**src/rtl/tpu_command_feeder.sv**
```systemverilog
// -----------------------------------------------------------------------------
// tpu_command_feeder
// Initiator side of the TPU execute/command/busy interface. Bytes arriving on a
// valid/ready stream are assembled into variable-length commands (length taken
// from the opcode byte). Each complete command is parked in a one-deep pending
// buffer and then issued as a single-cycle execute strobe with a 48-bit command
// word. Because the assembler and the pending buffer are separate, the next
// command can be assembled while the TPU is still busy with the current one.
//
// Ports
//   clk_i            system clock
//   reset_i          synchronous, active-high reset
//   rx_valid_i       rx_data_i carries a byte this cycle
//   rx_data_i[7:0]   command byte
//   rx_ready_o       byte is taken when rx_valid_i & rx_ready_o at posedge
//   execute_o        one-cycle command strobe to the TPU
//   command_o[47:0]  command word, held from execute until the next issue
//   busy_i           TPU busy flag
//   error_unknown_o  one-cycle pulse: an unknown opcode byte was dropped
//   error_timeout_o  one-cycle pulse: a partial command was discarded
//
// Parameters
//   ACK_TIMEOUT   cycles after execute to wait for busy before assuming done
//   BYTE_TIMEOUT  idle cycles tolerated mid-command; 0 disables the timeout
// -----------------------------------------------------------------------------

`ifndef TPU_CLEARSCREEN
`define TPU_CLEARSCREEN 8'h01
`endif
`ifndef TPU_PRINT
`define TPU_PRINT 8'h02
`endif
`ifndef TPU_LOCATE
`define TPU_LOCATE 8'h03
`endif
`ifndef TPU_SETATTR
`define TPU_SETATTR 8'h04
`endif
`ifndef TPU_SETMASK
`define TPU_SETMASK 8'h05
`endif

module tpu_command_feeder #(
   parameter int ACK_TIMEOUT  = 4,
   parameter int BYTE_TIMEOUT = 0
) (
   input  logic        clk_i,
   input  logic        reset_i,
   input  logic        rx_valid_i,
   input  logic [7:0]  rx_data_i,
   output logic        rx_ready_o,
   output logic        execute_o,
   output logic [47:0] command_o,
   input  logic        busy_i,
   output logic        error_unknown_o,
   output logic        error_timeout_o
);

   typedef enum logic [1:0] {
      ST_IDLE      = 2'd0,
      ST_ISSUE     = 2'd1,
      ST_WAIT_ACK  = 2'd2,
      ST_WAIT_DONE = 2'd3
   } state_e;

   // Terminal counts; a zero ACK_TIMEOUT degenerates to a single wait cycle.
   localparam logic [15:0] ACK_LAST = (ACK_TIMEOUT > 0) ? 16'(ACK_TIMEOUT - 1) : 16'd0;
   localparam logic [15:0] TO_LAST  = (BYTE_TIMEOUT > 0) ? 16'(BYTE_TIMEOUT - 1) : 16'd0;
   localparam logic        TO_EN    = (BYTE_TIMEOUT > 0);

   // Command length in bytes for an opcode; 0 marks an unknown opcode.
   function automatic logic [2:0] op_len(input logic [7:0] op);
      logic [2:0] len;
      case (op)
         `TPU_CLEARSCREEN: len = 3'd1;
         `TPU_PRINT:       len = 3'd2;
         `TPU_LOCATE:      len = 3'd3;
         `TPU_SETATTR:     len = 3'd3;
         `TPU_SETMASK:     len = 3'd4;
         default:          len = 3'd0;
      endcase
      return len;
   endfunction

   // Issue FSM state
   state_e        state_q, state_d;
   logic [15:0]   ack_cnt_q, ack_cnt_d;

   // Assembler state
   logic [1:0]    idx_q, idx_d;
   logic [2:0]    len_q, len_d;
   logic [31:0]   asm_q, asm_d;
   logic [15:0]   tcnt_q, tcnt_d;

   // Pending buffer
   logic          pend_valid_q, pend_valid_d;
   logic [31:0]   pend_q, pend_d;

   // Registered outputs
   logic          exec_q, exec_d;
   logic [47:0]   cmd_q, cmd_d;
   logic          err_unk_q, err_unk_d;
   logic          err_to_q, err_to_d;

   // Handshake helpers
   logic [2:0]    first_len_s;
   logic          completes_next_s;
   logic          issue_s;
   logic          rx_ready_s;
   logic          accept_s;
   logic          complete_s;
   logic [31:0]   word_s;

   // Byte handshake: the only case that must stall is a completing byte with
   // nowhere to go (pending full and not leaving this cycle).
   always_comb begin
      first_len_s = op_len(rx_data_i);
      if (idx_q == 2'd0) begin
         completes_next_s = (first_len_s == 3'd1);
      end else begin
         completes_next_s = (({1'b0, idx_q} + 3'd1) == len_q);
      end
      issue_s    = (state_q == ST_IDLE) && pend_valid_q && !busy_i;
      rx_ready_s = !(completes_next_s && pend_valid_q && !issue_s);
      accept_s   = rx_valid_i && rx_ready_s;
      complete_s = accept_s && completes_next_s;
      // Byte k lands in bits [8k+7:8k]; a new command starts from a clean word.
      if (idx_q == 2'd0) begin
         word_s = 32'(rx_data_i);
      end else begin
         word_s = asm_q | (32'(rx_data_i) << {idx_q, 3'b000});
      end
   end

   // Assembler, byte timeout and pending-buffer next state.
   always_comb begin
      idx_d        = idx_q;
      len_d        = len_q;
      asm_d        = asm_q;
      tcnt_d       = tcnt_q;
      pend_valid_d = pend_valid_q;
      pend_d       = pend_q;
      err_unk_d    = 1'b0;
      err_to_d     = 1'b0;

      // An arriving byte takes priority over an expiring timeout.
      if (accept_s) begin
         tcnt_d = 16'd0;
         if (idx_q == 2'd0) begin
            if (first_len_s == 3'd0) begin
               err_unk_d = 1'b1;
            end else if (first_len_s == 3'd1) begin
               idx_d = 2'd0;
               asm_d = 32'd0;
            end else begin
               idx_d = 2'd1;
               len_d = first_len_s;
               asm_d = word_s;
            end
         end else if (complete_s) begin
            idx_d = 2'd0;
            asm_d = 32'd0;
         end else begin
            idx_d = idx_q + 2'd1;
            asm_d = word_s;
         end
      end else if (TO_EN && (idx_q != 2'd0) && !rx_valid_i) begin
         if (tcnt_q == TO_LAST) begin
            idx_d    = 2'd0;
            asm_d    = 32'd0;
            tcnt_d   = 16'd0;
            err_to_d = 1'b1;
         end else begin
            tcnt_d = tcnt_q + 16'd1;
         end
      end else begin
         tcnt_d = tcnt_q;
      end

      // A completing byte refills the slot freed by a same-cycle issue.
      if (complete_s) begin
         pend_valid_d = 1'b1;
         pend_d       = word_s;
      end else if (issue_s) begin
         pend_valid_d = 1'b0;
      end else begin
         pend_valid_d = pend_valid_q;
      end
   end

   // Issue FSM state register.
   always_ff @(posedge clk_i) begin
      if (reset_i) begin
         state_q   <= ST_IDLE;
         ack_cnt_q <= 16'd0;
      end else begin
         state_q   <= state_d;
         ack_cnt_q <= ack_cnt_d;
      end
   end

   // Issue FSM next state; ack_cnt counts cycles spent waiting for busy.
   always_comb begin
      state_d   = state_q;
      ack_cnt_d = 16'd0;
      case (state_q)
         ST_IDLE: begin
            if (issue_s) begin
               state_d = ST_ISSUE;
            end else begin
               state_d = ST_IDLE;
            end
         end
         ST_ISSUE: begin
            state_d = ST_WAIT_ACK;
         end
         ST_WAIT_ACK: begin
            if (busy_i) begin
               state_d = ST_WAIT_DONE;
            end else if (ack_cnt_q == ACK_LAST) begin
               state_d = ST_IDLE;
            end else begin
               state_d   = ST_WAIT_ACK;
               ack_cnt_d = ack_cnt_q + 16'd1;
            end
         end
         ST_WAIT_DONE: begin
            if (!busy_i) begin
               state_d = ST_IDLE;
            end else begin
               state_d = ST_WAIT_DONE;
            end
         end
         default: begin
            state_d = ST_IDLE;
         end
      endcase
   end

   // Issue FSM outputs: strobe in ISSUE, command captured at the issue edge.
   always_comb begin
      exec_d = (state_d == ST_ISSUE);
      if (issue_s) begin
         cmd_d = {16'h0000, pend_q};
      end else begin
         cmd_d = cmd_q;
      end
   end

   // Datapath and output registers.
   always_ff @(posedge clk_i) begin
      if (reset_i) begin
         idx_q        <= 2'd0;
         len_q        <= 3'd0;
         asm_q        <= 32'd0;
         tcnt_q       <= 16'd0;
         pend_valid_q <= 1'b0;
         pend_q       <= 32'd0;
         exec_q       <= 1'b0;
         cmd_q        <= 48'd0;
         err_unk_q    <= 1'b0;
         err_to_q     <= 1'b0;
      end else begin
         idx_q        <= idx_d;
         len_q        <= len_d;
         asm_q        <= asm_d;
         tcnt_q       <= tcnt_d;
         pend_valid_q <= pend_valid_d;
         pend_q       <= pend_d;
         exec_q       <= exec_d;
         cmd_q        <= cmd_d;
         err_unk_q    <= err_unk_d;
         err_to_q     <= err_to_d;
      end
   end

   assign rx_ready_o      = rx_ready_s;
   assign execute_o       = exec_q;
   assign command_o       = cmd_q;
   assign error_unknown_o = err_unk_q;
   assign error_timeout_o = err_to_q;

endmodule

```
**config.mk**
```make
export PLATFORM = sky130hd
export DESIGN_NAME = tpu_command_feeder
export DESIGN_NICKNAME = d
export VERILOG_FILES = /design/src/rtl/tpu_command_feeder.sv
export SDC_FILE = /design/constraint.sdc
export NUM_CORES = 1
export LEC_CHECK = 0
export CAP_MARGIN = 20
export CORE_MARGIN = 5
export CORE_UTILIZATION = 50
export CTS_CLUSTER_SIZE = 25
export DETAILED_ROUTE_END_ITERATION = 8
export GPL_TIMING_DRIVEN = 0
export PLACE_DENSITY = 0.76
export SLEW_MARGIN = 15
export SYNTH_ARGS = -nofsm -noshare
export SYNTH_HDL_FRONTEND = slang
export SYNTH_SLANG_ARGS = --single-unit
export TNS_END_PERCENT = 1
```
**constraint.sdc**
```tcl
create_clock -name clk_i -period 2.45 [get_ports clk_i]
set_input_delay 0.49 -clock clk_i [delete_from_list [all_inputs] [get_ports clk_i]]
set_output_delay 0.49 -clock clk_i [all_outputs]
set_load 0.02 [all_outputs]
```
==> impl_metrics.sql <==
INSERT INTO impl_metrics (metric_group, metric, value, unit) VALUES
('run_status', 'result_of_the_run', 'finished, violations left', ''),
('run_status', 'failed_checks', 'setup timing', ''),
('floorplan', 'placement_rows', '36', ''),
('setup_path', 'path_cells', 'buf_6 -> inv_4 -> ha_4 -> xor2_2 -> or4_4 -> a21oi_4 -> inv_2 -> buf_6', ''),
('detailed_routing', 'dr.pass1.iters', '5', ''),
('floorplan', 'boundaryPins', '64', ''),
('floorplan', 'core-area', '0.00986', 'sq mm'),
('setup_path', 'critPathLaunchType', 'register', ''),
('layout', 'antenna_cells_inserted', '0', ''),
('setup_path', 'path_class', 'reg2out', ''),
('detailed_routing', 'drt_wl_total', '12800', 'microns'),
('clocking', 'cts-root-to-sink-buffers', '2', ''),
('pwr', 'p_leak', '2.22', 'nW'),
('timing', 'worst_slack', '-283', 'ps'),
('layout', 'final_net_count', '679', ''),
('global_routing', 'groute.usage.overall', '21.3', '%'),
('timing', 'finalCritPeriodShare', '112', '%'),
('clocking', 'clk_latency', '530', 'ps'),
('global_routing', 'grt_use_met1', '25.8', '%'),
('synthesis', 'ys_async_sr_fraction', '0', '%'),
('pwr', 'worst_ir_drop_vdd', '0.426', 'mV'),
('setup_path', 'critical_path_peak_fanout', '2', ''),
('place', 'gp_routability_congestion', '0.882', ''),
('floorplan', 'initial_cell_density_of_the_core', '51.6', '%'),
('detailed_routing', 'drc_errors', '0', ''),
('setup_path', 'crit_path_max_incr_delay', '540', 'ps'),
('clocking', 'tritoncts_num_sinks', '122', ''),
('timing', 'final_hold_slack', '419', 'ps'),
('floorplan', 'dieArea', '0.0123', 'sq mm'),
('clocking', 'cts_made_buffers', '17', ''),
('synthesis', 'syn-instance-count', '577', ''),
('timing', 'rsz0062_at_grt', 'yes', ''),
('synthesis', 'syn_avg_cell_area', '8.82', 'sq um'),
('layout', 'layoutNonFillerInstCount', '810', ''),
('global_routing', 'grt_antenna_before_repair', '0', ''),
('layout', 'multiInputGateArea', '0.00241', 'sq mm'),
('pwr', 'pwr_density_cell', '710', 'mW/mm^2'),
('timing', 'relative_max_transition_margin', '38.4', '%'),
('clocking', 'path_clk_slew', '60', 'ps'),
('synthesis', 'yosysUniqueCellTypes', '49', ''),
('place', 'hpwl', '8570', 'microns'),
('run', 'maxCapViolCount', '0', ''),
('timing', 'tightestPinTransition', '911', 'ps'),
('timing', 'timing.final.setup_violations', '58', ''),
('floorplan', 'fp.dieH', '111', 'microns'),
('detailed_routing', 'drt-wirelength-per-cell', '15.8', 'microns'),
('synthesis', 'synth_flop_cell', 'dfxtp_1', ''),
('setup_path', 'critPathCaptureType', 'primary output', ''),
('global_routing', 'grt_pass1_vias', '4354', ''),
('setup_path', 'data_required_critical_path', '1960', 'ps'),
('setup_path', 'critical_path_arrival', '2240', 'ps'),
('clocking', 'clock_tree.htree_level_count', '4', ''),
('global_routing', 'grt-busiest-layer', 'met2', ''),
('global_routing', 'globalRouteOverflowTotal', '0', ''),
('timing', 'fin_skew', '10.8', 'ps'),
('global_routing', 'globalRouteMet2Util', '34.3', '%'),
('detailed_routing', 'routed_via_density', '5.49', ''),
('layout', 'drive_gt1_share', '13.3', '%'),
('clocking', 'clockRootBuffer', 'clkbuf_8', ''),
('synthesis', 'syn-cell-area', '0.00509', 'sq mm'),
('layout', 'seq_area', '0.00245', 'sq mm'),
('synthesis', 'synth.yosys.warnings', '0', ''),
('floorplan', 'die_w', '111', 'microns'),
('global_routing', 'grtUsageMet3', '7.26', '%'),
('clocking', 'tritoncts', 'yes', ''),
('timing', 'post-route-min-period', '2730', 'ps'),
('place', 'placed_cells_incl_taps', '771', ''),
('setup_path', 'critical_path.most_common_cell', 'buf_6', ''),
('place', 'place.port_buffers', '45', ''),
('timing', 'final-max-slew-violation-count', '0', ''),
('detailed_routing', 'route.vias.total', '4450', ''),
('clocking', 'cts_hold_buffers', '0', ''),
('synthesis', 'synth_seq_cells', '122', ''),
('detailed_routing', 'antenna_left', '0', ''),
('synthesis', 'synth-seq-area-share', '48.0', '%'),
('global_routing', 'grt_start_max_net_pins', '17', ''),
('detailed_routing', 'drt_iter0_drc', '395', ''),
('layout', 'fillerInstances', '780', ''),
('setup_path', 'crit_slowest_cell', 'or4_4', ''),
('timing', 'timing.fmax', '0.366', 'GHz'),
('pwr', 'total_power', '4.59', 'mW'),
('synthesis', 'synth_edf_count', '0', ''),
('timing', 'hold_violations', '0', ''),
('global_routing', 'grt_first_pass_wirelength', '21300', 'microns'),
('hold_path', 'timing.hold.worst.class', 'in2reg', ''),
('layout', 'syn2layout_area_growth', '27.1', '%');
[registers in the layout, summed over array words and instances, names as in the netlist]
name	cells
state_q	2
execute_o	1
ack_cnt_q	16
command_o	32
pend_q	32
len_q	3
pend_valid_q	1
idx_q	2
error_unknown_o	1
asm_q	32
[cells in the mapped netlist, types with 5 or more instances]
master / instances / share of area (%)
a21oi_1: 69 / 6.8
nand3_1: 7 / 0.69
xor2_1: 12 / 2.1
nor3_1: 14 / 1.4
dfxtp_1: 122 / 48
mux2i_1: 24 / 4.7
xnor2_1: 5 / 0.86
nand4_1: 5 / 0.61
a211oi_2: 8 / 2.0
o2bb2ai_1: 25 / 4.3
clkbuf_1: 28 / 2.1
a22oi_1: 8 / 1.2
nor4b_1: 5 / 0.86
nand2_1: 78 / 5.8
nor2_1: 87 / 6.4
buf_4: 20 / 2.9
inv_1: 8 / 0.59
[metal layers]
| layer | vias to the layer above | routed length [microns] | part of all wire, % |
|---|---|---|---|
| li1 | 2135 | - | - |
| met1 | 2109 | 5500 | 43 |
| met2 | 165 | 5980 | 47 |
| met3 | 41 | 954 | 7.5 |
| met4 | 0 | 353 | 2.8 |
| met5 | - | 0 | 0 |
[worst max-delay path: cells and delay by family, from the launching register on]
kind | cells | cell delay, ps
AO/OA/AOI/OAI | 1 | 150
XOR/XNOR | 1 | 140
adder cells (fa/ha/maj) | 1 | 210
buffers and inverters | 4 | 330
flip-flops | 1 | 340
AND/OR/NAND/NOR | 1 | 540
[what timing repair did]
item / CTS / global route
endpoints found under the setup margin: 63 / 68
buffers inserted: 7 / 0
pin swaps: 6 / 3
resized for setup: 18 / 8
[report_power, final]
group	internal, mW	total (mW)	leakage [nW]	switching, mW
sequential	1.99	1.99	0.984	0.00194
clock	1.47	2.41	0.274	0.934
combinational	0.0654	0.198	0.962	0.133
[through the flow]
| step | util [%] | cell area [sq um] | setup WS, ps | TNS (ps) |
|---|---|---|---|---|
| after floorplan | - | 5150 | 12.0 | 0 |
| after global placement | 58.5 | 5770 | -856 | -36000 |
| after detailed placement | 58.5 | 5770 | -859 | -35630 |
| after CTS | 65.3 | 6440 | -339 | -9510 |
| after global routing | 65.6 | 6470 | -368 | -15080 |
| final | 65.6 | 6470 | -283 | -9290 |
[layout make-up]
type / instances / area share, %
Clock inverter: 14 / 2.24
Multi-Input combinational cell: 408 / 37.3
Inverter: 9 / 0.561
Buffer: 54 / 4.91
Clock buffer: 18 / 6.62
Timing Repair Buffer: 52 / 7.97
Tap cell: 133 / 2.57
Sequential cell: 122 / 37.8
[cell families (layout without fill, tap and decap cells)]
kind of cell / count (synthesis) / in the layout / share of synthesized area [%]
fa+ha+maj: 3 / 3 / 0.737
xor+xnor: 17 / 17 / 2.92
other cells: 1 / 17 / 0.0737
simple gates: 219 / 219 / 19.0
flops: 122 / 122 / 48.0
compound gates: 128 / 128 / 17.8
mux: 24 / 24 / 4.72
buf+inv: 63 / 147 / 6.73
[final timing paths]
| kind | startpoint | cells past startpoint | slack [ps] | endpoint |
|---|---|---|---|---|
| min reg2reg | ack_cnt_q[0] | 1 | 450 | ack_cnt_q[0] |
| min | rx_data_i[7] | 3 | 420 | asm_q[7] |
| max | idx_q[0] | 8 | -280 | rx_ready_o |
| max reg2reg | idx_q[0] | 10 | -260 | pend_q[16] |
[cells in the final DEF (no fill, tap or decap), types with 2 or more instances in the layout]
cell type        count
a211oi_2             8
a21oi_1             69
a22oi_1              8
a31oi_1              2
and2_1               4
and3_1               2
and4_1               2
buf_4               24
buf_6                8
bufinv_16            2
clkbuf_1            27
clkbuf_16           16
clkbuf_8             2
clkdlybuf4s50_1     41
clkinv_2             4
clkinvlp_4           4
conb_1              17
dfxtp_1            120
dlymetal6s2s_1       3
ha_1                 2
inv_1                6
inv_6                3
mux2i_1             24
nand2_1             78
nand2b_1             2
nand3_1              7
nand4_1              5
nor2_1              87
nor2b_1              4
nor3_1              14
nor4_1               2
nor4b_1              4
o2bb2ai_1           25
o31ai_1              2
o32ai_1              2
or4_4                2
xnor2_1              5
xor2_1              11
Note: power is estimated with default switching activity, not from simulation.
